==> src/rtl/immediate_encoder_writer.sv <==
// rtl/immediate_encoder_writer.sv - range-checks and packs immediates into instruction words written to instruction RAM
module immediate_encoder_writer #(
    parameter int ADDR_W    = 6,
    parameter int BASE_ADDR = 0
) (
    input  logic              clk,
    input  logic              reset_n,
    input  logic              start,
    input  logic              in_valid,
    output logic              in_ready,
    input  logic [1:0]        in_format,
    input  logic [7:0]        in_opbits,
    input  logic [7:0]        in_imm,
    input  logic              in_last,
    output logic              mem_we,
    output logic [ADDR_W-1:0] mem_addr,
    output logic [7:0]        mem_wdata,
    output logic              done,
    output logic              err_range,
    output logic              err_overflow,
    output logic [ADDR_W:0]   count
);

    typedef enum logic [1:0] {
        IDLE   = 2'd0,
        ACTIVE = 2'd1,
        FULL   = 2'd2
    } state_t;

    localparam logic [ADDR_W-1:0] BASE      = ADDR_W'(BASE_ADDR);
    localparam logic [ADDR_W-1:0] LAST_ADDR = '1;

    state_t            state;
    logic [ADDR_W-1:0] addr;
    logic              accept;
    logic              legal;
    logic [7:0]        encoded;

    // A start pulse always wins, so the cycle carrying it never accepts a tuple.
    assign in_ready = (state == ACTIVE) && !start;
    assign accept   = in_valid && in_ready;

    // Pack the immediate into its field and decide whether it fits the format.
    always_comb begin
        encoded = in_opbits;
        legal   = 1'b1;
        unique case (in_format)
            2'd0: begin
                encoded = {in_opbits[7:5], in_imm[2:0], in_opbits[1:0]};
                legal   = (in_imm[7:3] == 5'd0);
            end
            2'd1: begin
                encoded = {in_opbits[7:4], in_imm[3:0]};
                legal   = (in_imm[7:4] == 4'd0);
            end
            2'd2: begin
                encoded = {in_opbits[7:5], in_imm[4:0]};
                legal   = (in_imm[7:5] == {3{in_imm[4]}});
            end
            default: begin
                encoded = in_opbits;
                legal   = 1'b1;
            end
        endcase
    end

    // Session control, write port and sticky error flags.
    always_ff @(posedge clk or negedge reset_n) begin
        if (!reset_n) begin
            state        <= IDLE;
            addr         <= BASE;
            mem_we       <= 1'b0;
            mem_addr     <= BASE;
            mem_wdata    <= 8'd0;
            done         <= 1'b0;
            err_range    <= 1'b0;
            err_overflow <= 1'b0;
            count        <= '0;
        end else begin
            mem_we <= 1'b0;
            done   <= 1'b0;
            if (start) begin
                state        <= ACTIVE;
                addr         <= BASE;
                count        <= '0;
                err_range    <= 1'b0;
                err_overflow <= 1'b0;
            end else begin
                case (state)
                    ACTIVE: begin
                        if (accept) begin
                            if (legal) begin
                                mem_we    <= 1'b1;
                                mem_addr  <= addr;
                                mem_wdata <= encoded;
                                count     <= count + 1'b1;
                                // The address never wraps: the top slot parks the session in FULL.
                                if (!in_last) begin
                                    if (addr == LAST_ADDR) begin
                                        state <= FULL;
                                    end else begin
                                        addr <= addr + 1'b1;
                                    end
                                end
                            end else begin
                                err_range <= 1'b1;
                            end
                            if (in_last) begin
                                done  <= 1'b1;
                                state <= IDLE;
                            end
                        end
                    end
                    FULL: begin
                        if (in_valid) begin
                            err_overflow <= 1'b1;
                        end
                    end
                    default: begin
                    end
                endcase
            end
        end
    end

endmodule

==> config.mk <==
export PLATFORM = sky130hd
export DESIGN_NAME = immediate_encoder_writer
export DESIGN_NICKNAME = d
export VERILOG_FILES = /design/src/rtl/immediate_encoder_writer.sv
export SDC_FILE = /design/constraint.sdc
export NUM_CORES = 1
export LEC_CHECK = 0
export ABC_CLOCK_PERIOD_IN_PS = 2400
export CORE_AREA = 2 2 61 68
export DETAILED_ROUTE_END_ITERATION = 8
export DIE_AREA = 0 0 63 70
export PLACE_DENSITY = 0.74
export SLEW_MARGIN = 20
export SYNTH_ARGS = -nofsm -noshare
export SYNTH_HDL_FRONTEND = slang
export SYNTH_SLANG_ARGS = --single-unit
==> constraint.sdc <==
create_clock -name clk -period 2.4 [get_ports clk]
set_input_delay 0.24 -clock clk [delete_from_list [all_inputs] [get_ports clk]]
set_output_delay 0.24 -clock clk [all_outputs]
set_load 0.01 [all_outputs]
After elaboration in Yosys (flattened, before gate mapping)
Cells that the tools add are included.
{"block": "op_classes", "n_eq_ne": 9, "n_mux": 33, "multipliers": 0, "div_mod_pow": 0, "addsub": 2, "n_reduce_logical": 19, "order_cmp": 0, "bitwise": 1, "n_shift": 0}
{"operator": "2-to-1 mux 6 bit", "count": 6}
{"operator": "2-to-1 mux 7 bit", "count": 4}
{"operator": "2-to-1 mux 1 bit", "count": 15}
{"operator": "case mux 5 bit (3 select lines)", "count": 1}
{"operator": "2-to-1 mux 2 bit", "count": 6}
{"operator": "nonzero test 2 bit", "count": 5}
{"operator": "AND reduction 4 bit", "count": 2}
{"operator": "adder 7 x 1 -> 7 bit, second input constant", "count": 1}
{"operator": "adder 6 x 1 -> 6 bit, second input constant", "count": 1}
{"operator": "== test 6 bit, second input constant", "count": 1}
{"operator": "!= test 2 bit, second input constant", "count": 3}
{"operator": "AND reduction 3 bit", "count": 2}
{"operator": "nonzero test 3 bit", "count": 2}
{"operator": "zero test 5 bit", "count": 1}
{"operator": "AND reduction 5 bit", "count": 1}
{"operator": "== test 2 x 1 -> 1 bit, second input constant", "count": 2}
{"operator": "== test 2 bit, second input constant", "count": 2}
{"operator": "zero test 4 bit", "count": 1}
{"operator": "== test 3 bit", "count": 1}
{"operator": "case mux 1 bit (3 select lines)", "count": 1}
{"operator": "logical AND 1 bit", "count": 2}
{"operator": "zero test 2 bit", "count": 1}
{"operator": "AND reduction 2 bit", "count": 1}
{"operator": "zero test 1 bit", "count": 1}
{"operator": "NOT 1 bit", "count": 1}
{"block": "word_totals", "inputBits": 23, "latch_bits": 0, "reg_bits": 33, "word_cells": 73, "ramBits": 0, "romBits": 0, "mem_count": 0}

Depth between registers and ports, before layout
{"block": "logic_depth", "ltp_word": 7, "mapped_depth": 9, "mapped_depth_nobuf": 8}

Worst setup path after synthesis
OpenSTA, ideal clock, no wires.
{"block": "synth_timing", "kind": "in2reg", "start": "input port in_imm[4]", "end": "register mem_wdata[4]", "path_slack_ns": 0.199, "setup_ns": 0.127, "path_stages": 8, "path_buffers": 1, "arrival_ns": 2.074, "required_time_ns": 2.273, "cell_sequence": "inv_1 -> ha_1 -> or4b_1 -> o21ai_2 -> o21ai_1 -> a21oi_4 -> buf_4 -> mux2_1"}
{"block": "synth_via", "elab_chain_cells": 3, "elab_cells_between_ends": 6}
{"item": "from (decl)", "line": "13", "rtl": "input logic [7:0] in_imm,"}
{"item": "== test 3 bit, or another cell as far along", "line": "58", "rtl": "legal = (in_imm[7:5] == {3{in_imm[4]}});"}
{"item": "case mux 1 bit (3 select lines)", "line": "47", "rtl": "unique case (in_format)"}
{"item": "AND reduction 4 bit (no source line)"}
{"item": "to (signal assigned)", "line": "95", "rtl": "mem_wdata <= encoded;"}
{"item": "to (decl)", "line": "17", "rtl": "output logic [7:0] mem_wdata,"}
Several ways; a longest one is shown, not always the timed one.
A chain may end at the register's enable or synchronous reset.

Final worst setup path
{"block": "layout_timing", "start": "input port in_format[0]", "end": "register addr[3]"}
{"block": "layout_via", "elab_chain_cells": 4, "elab_cells_between_ends": 6}
{"item": "from (decl)", "line": "11", "rtl": "input logic [1:0] in_format,"}
{"item": "== test 2 bit, or another cell as far along", "line": "47"}
{"item": "case mux 1 bit (3 select lines) *", "line": "47"}
{"item": "nonzero test 2 bit (no source line) *"}
{"item": "AND reduction 5 bit (no source line) *"}
{"item": "to (signal assigned)", "line": "102", "rtl": "addr <= addr + 1'b1;"}
{"item": "to (decl)", "line": "34", "rtl": "logic [ADDR_W-1:0] addr;"}
Every way passes the cells marked *; elsewhere a longest branch is shown, timed or not.

==> tab_implementation.tex <==
\begin{tabular}{lr}
\hline
Metric & Value \\
\hline
\multicolumn{2}{l}{\textbf{Run status}} \\
\quad Outcome & finished, final reports clean \\
\multicolumn{2}{l}{\textbf{Placement}} \\
\quad Area after DPL & 2340 µm² \\
\quad Estimated wirelength of the detail-placed design & 2960 µm \\
\quad Placer's final routability congestion estimate & 0.814 \\
\quad Cell Count Post-Placement & 262 \\
\quad Number of buffer cells added on primary ports & 48 \\
\multicolumn{2}{l}{\textbf{Clocking}} \\
\quad TritonCTS clock tree & built \\
\quad Skew-Pair Late Insertion Delay & 290 ps \\
\quad Count of hold buffers inserted by post-cts repair & 0 \\
\quad Clk sink count & 33 \\
\quad Clock-pin slew reported for the worst setup and hold paths after clock tree synthesis & 70 ps \\
\quad Number of clock buffers inserted by TritonCTS & 5 \\
\quad Maximum clock insertion buffer count & 2 \\
\quad Number of H-tree levels & 2 \\
\quad CTS root buf & sky130\_fd\_sc\_hd\_\_clkbuf\_8 \\
\multicolumn{2}{l}{\textbf{Floorplan}} \\
\quad Die boundary width & 63 µm \\
\quad Height of the chip & 70 µm \\
\quad Initial core utilization & 0.442 \\
\quad Number of placed I/O pins & 49 \\
\quad Standard-cell row count & 24 \\
\quad Floorplan die area & 4410 µm² \\
\quad Standard cell core area & 3810 µm² \\
\multicolumn{2}{l}{\textbf{Finish}} \\
\quad Count of nets after finishing & 245 \\
\quad Share of final-layout standard cells stronger than drive strength 1 & 0.237 \\
\quad Area of the multi-input gates & 855 µm² \\
\quad Layout Cells excl Fill & 271 \\
\quad Sequential cell area & 826 µm² \\
\quad Area of all placed cells without fillers & 2490 µm² \\
\quad Number of antenna cells inserted & 0 \\
\quad Layout fillers & 307 \\
\quad Core occupancy in the finished layout & 0.653 \\
\quad Signed area change from the synthesized netlist to the final layout & 47.7\% \\
\multicolumn{2}{l}{\textbf{GRT}} \\
\quad Met3 track demand over resource & 0.0548 \\
\quad Routing usage on met1 & 0.207 \\
\quad Global routing usage on met2 & 0.351 \\
\quad Vias in the first global route & 1459 \\
\quad Number of antenna violations at the first check in global routing & 0 \\
\quad Pin count of the biggest net entering global routing & 34 \\
\quad First-pass GRT wire length & 6670 µm \\
\quad Overflow after GRT & 0 \\
\quad Total routing resource utilization after global routing & 0.192 \\
\quad Layer with the highest usage & met2 \\
\multicolumn{2}{l}{\textbf{Synthesis}} \\
\quad Cell Area, Synth & 1690 µm² \\
\quad Number of distinct library cell variants in the gate-level netlist after synthesis & 42 \\
\quad Syn\_area\_per\_cell & 11.2 µm² \\
\quad Cells after Synth & 151 \\
\quad Share of the yosys chip area belonging to registers & 0.490 \\
\quad Synth warnings & 0 \\
\quad Top\_reg\_cell synth & sky130\_fd\_sc\_hd\_\_dfrtp\_1 \\
\quad Syn nets & 177 \\
\quad Number of enable-type register cells in the synthesized netlist & 0 \\
\quad Synthesis-stage register bit count & 33 \\
\quad Synth async-reset ratio & 1.00 \\
\multicolumn{2}{l}{\textbf{Worst setup path}} \\
\quad CP endpoint kind & flop \\
\quad Cells traversed along the worst timing path & clkdlybuf4s50\_1 > or4\_4 > nor2\_4 > o211ai\_4 > a211oi\_4 > nand4\_1 > mux2\_4 \\
\quad Bufs and invs on worst path & 1 \\
\quad Highest net fanout along the worst path & 4 \\
\quad Dominant delay contributor by cell family on the critical path & simple AND/OR/NAND/NOR gates \\
\quad Crit Path Category & input port to flop \\
\quad Sort of element at the start of the critical path & input port \\
\quad Required time at the worst-slack endpoint & 2570 ps \\
\quad Slowest library cell on the worst path & sky130\_fd\_sc\_hd\_\_or4\_4 \\
\quad Max stage delay on crit path & 580 ps \\
\quad Arr. time, crit path & 2350 ps \\
\multicolumn{2}{l}{\textbf{Timing}} \\
\quad Final slew viol count & 0 \\
\quad Unrepaired setup endpoints after global routing & false \\
\quad Number of setup violations in the final report & 0 \\
\quad Min cycle time layout & 2180 ps \\
\quad Final-report hold violation count & 0 \\
\quad Worst setup skew after layout & 9.17 ps \\
\quad Final worst path period share & 0.906 \\
\quad Pin slew with the least headroom to its limit & 416 ps \\
\quad Worst rel slew slack & 0.723 \\
\quad Max frequency & 460 MHz \\
\multicolumn{2}{l}{\textbf{Power}} \\
\quad Max VDD drop & 440 µV \\
\quad Leakage & 0.00110 µW \\
\quad Pwr dens & 555 nW/µm² \\
\multicolumn{2}{l}{\textbf{Routing}} \\
\quad Detailed-route via count & 1394 \\
\quad Drt pass-1 iters & 4 \\
\quad Total length of routed wires & 3950 µm \\
\quad Routed Antenna Nets & 0 \\
\quad Residual DRC count & 0 \\
\quad Via density per instance & 5.14 \\
\quad Violation count after the first detailed-route iteration & 36 \\
\quad Routed wire per std cell & 14.6 µm \\
\multicolumn{2}{l}{\textbf{Min path}} \\
\quad Type of the tightest min-delay check & input port to asynchronous set/reset pin \\
\multicolumn{2}{l}{\textbf{Job}} \\
\quad Max-Cap Viols & 0 \\
\hline
\end{tabular}
## registers in the layout, indices dropped and copies added (netlist names)
name and flops:
mem_wdata 8, addr 6, mem_addr 6, err_overflow 1
done 1, count 7, err_range 1, state 2
mem_we 1
## power by group
group,switching [µW],internal (µW),leakage (µW)
combinational,137,194,0.000625
sequential,27.5,608,0.000435
clock,189,227,0.0000443
## Yosys cell counts (2+ instances only)
cell                        n  area [µm²]
sky130_fd_sc_hd__a211oi_1   2        15.0
sky130_fd_sc_hd__a21oi_1    9        45.0
sky130_fd_sc_hd__a31o_2     2        17.5
sky130_fd_sc_hd__a31oi_1    2        12.5
sky130_fd_sc_hd__and3_1     4        25.0
sky130_fd_sc_hd__clkbuf_1   3        11.3
sky130_fd_sc_hd__dfrtp_1   33         826
sky130_fd_sc_hd__ha_1       3        37.5
sky130_fd_sc_hd__inv_1      6        22.5
sky130_fd_sc_hd__mux2_1     4        45.0
sky130_fd_sc_hd__mux2_2    12         135
sky130_fd_sc_hd__mux2i_1    6        60.1
sky130_fd_sc_hd__nand2_1    6        22.5
sky130_fd_sc_hd__nand2b_1   2        12.5
sky130_fd_sc_hd__nand3_1    3        15.0
sky130_fd_sc_hd__nand4_1    3        18.8
sky130_fd_sc_hd__nor2_1    17        63.8
sky130_fd_sc_hd__nor2b_1    5        31.3
sky130_fd_sc_hd__nor3b_1    2        15.0
sky130_fd_sc_hd__xnor2_1    5        43.8
## worst paths after layout
check	slack, ps	cells past startpoint	start	endpoint
worst max-delay path	220	7	in_format[0]	addr[3]$_DFFE_PN0P_
worst min-delay path	350	2	reset_n	count[2]$_DFFE_PN0P_
worst max register to register	380	6	addr[0]$_DFFE_PN0P_	addr[3]$_DFFE_PN0P_
worst min register to register	480	1	mem_wdata[5]$_DFFE_PN0P_	mem_wdata[5]$_DFFE_PN0P_
max in group asynchronous	1740	2	reset_n	mem_wdata[4]$_DFFE_PN0P_
min in group clk	480	1	mem_wdata[5]$_DFFE_PN0P_	mem_wdata[5]$_DFFE_PN0P_
## final cells by class
type	instances	share of cell area
clock buffer	7	0.0347
inverter	6	0.00904
multi-input combinational	107	0.343
sequential	33	0.331
tap	52	0.0261
timing repair buffer	66	0.256
## placed cells by master, fill, tap and decap left out, types with 3 or more instances in the layout
cell type / instances
sky130_fd_sc_hd__clkdlybuf4s50_1: 46
sky130_fd_sc_hd__dfrtp_1: 33
sky130_fd_sc_hd__nor2_1: 17
sky130_fd_sc_hd__buf_4: 16
sky130_fd_sc_hd__mux2_2: 12
sky130_fd_sc_hd__a21oi_1: 9
sky130_fd_sc_hd__nand2_1: 6
sky130_fd_sc_hd__mux2i_1: 6
sky130_fd_sc_hd__clkbuf_8: 6
sky130_fd_sc_hd__inv_1: 5
sky130_fd_sc_hd__nor2b_1: 5
sky130_fd_sc_hd__xnor2_1: 5
sky130_fd_sc_hd__and3_1: 4
sky130_fd_sc_hd__nor3b_2: 3
sky130_fd_sc_hd__mux2_1: 3
sky130_fd_sc_hd__nand4_1: 3
sky130_fd_sc_hd__nand3_1: 3
## through the flow
stage	setup TNS, ps	total power, µW	hold slack [ps]	worst slack, ps
6_report	0	1380	349	225
5_1_grt	0	1450	408	158
4_1_cts	0	1390	364	1.41
3_5_place_dp	-5220	971	474	-288
3_3_place_gp	-4550	957	468	-246
2_1_floorplan	0	772	-55.6	199
## routing by layer
| metal | part of all wire | routed length [µm] | vias up |
|---|---|---|---|
| met5 | 0 | 0 | - |
| met4 | 0.016 | 63 | 0 |
| met3 | 0.040 | 157 | 6 |
| met2 | 0.54 | 2130 | 33 |
| met1 | 0.40 | 1600 | 679 |
| li1 | - | - | 676 |
## cell families (layout without fill, tap and decap cells)
logic type / Yosys count / count (layout) / share of synthesized area
multiplexers: 22 / 22 / 0.142
flip-flops: 33 / 33 / 0.490
AO/OA/AOI/OAI: 28 / 28 / 0.134
buffers and inverters: 11 / 79 / 0.0274
AND/OR/NAND/NOR: 49 / 49 / 0.159
adder cells (fa/ha/maj): 3 / 3 / 0.0223
XOR/XNOR: 5 / 5 / 0.0260
## what timing repair did
action / 4_1_cts / 5_1_grt
buffers inserted: 0 / 2
resized for setup: 0 / 12
setup endpoints to repair: 0 / 19
hold endpoints to repair: 0 / 0
No activity file was read; power rests on OpenSTA's default activity.
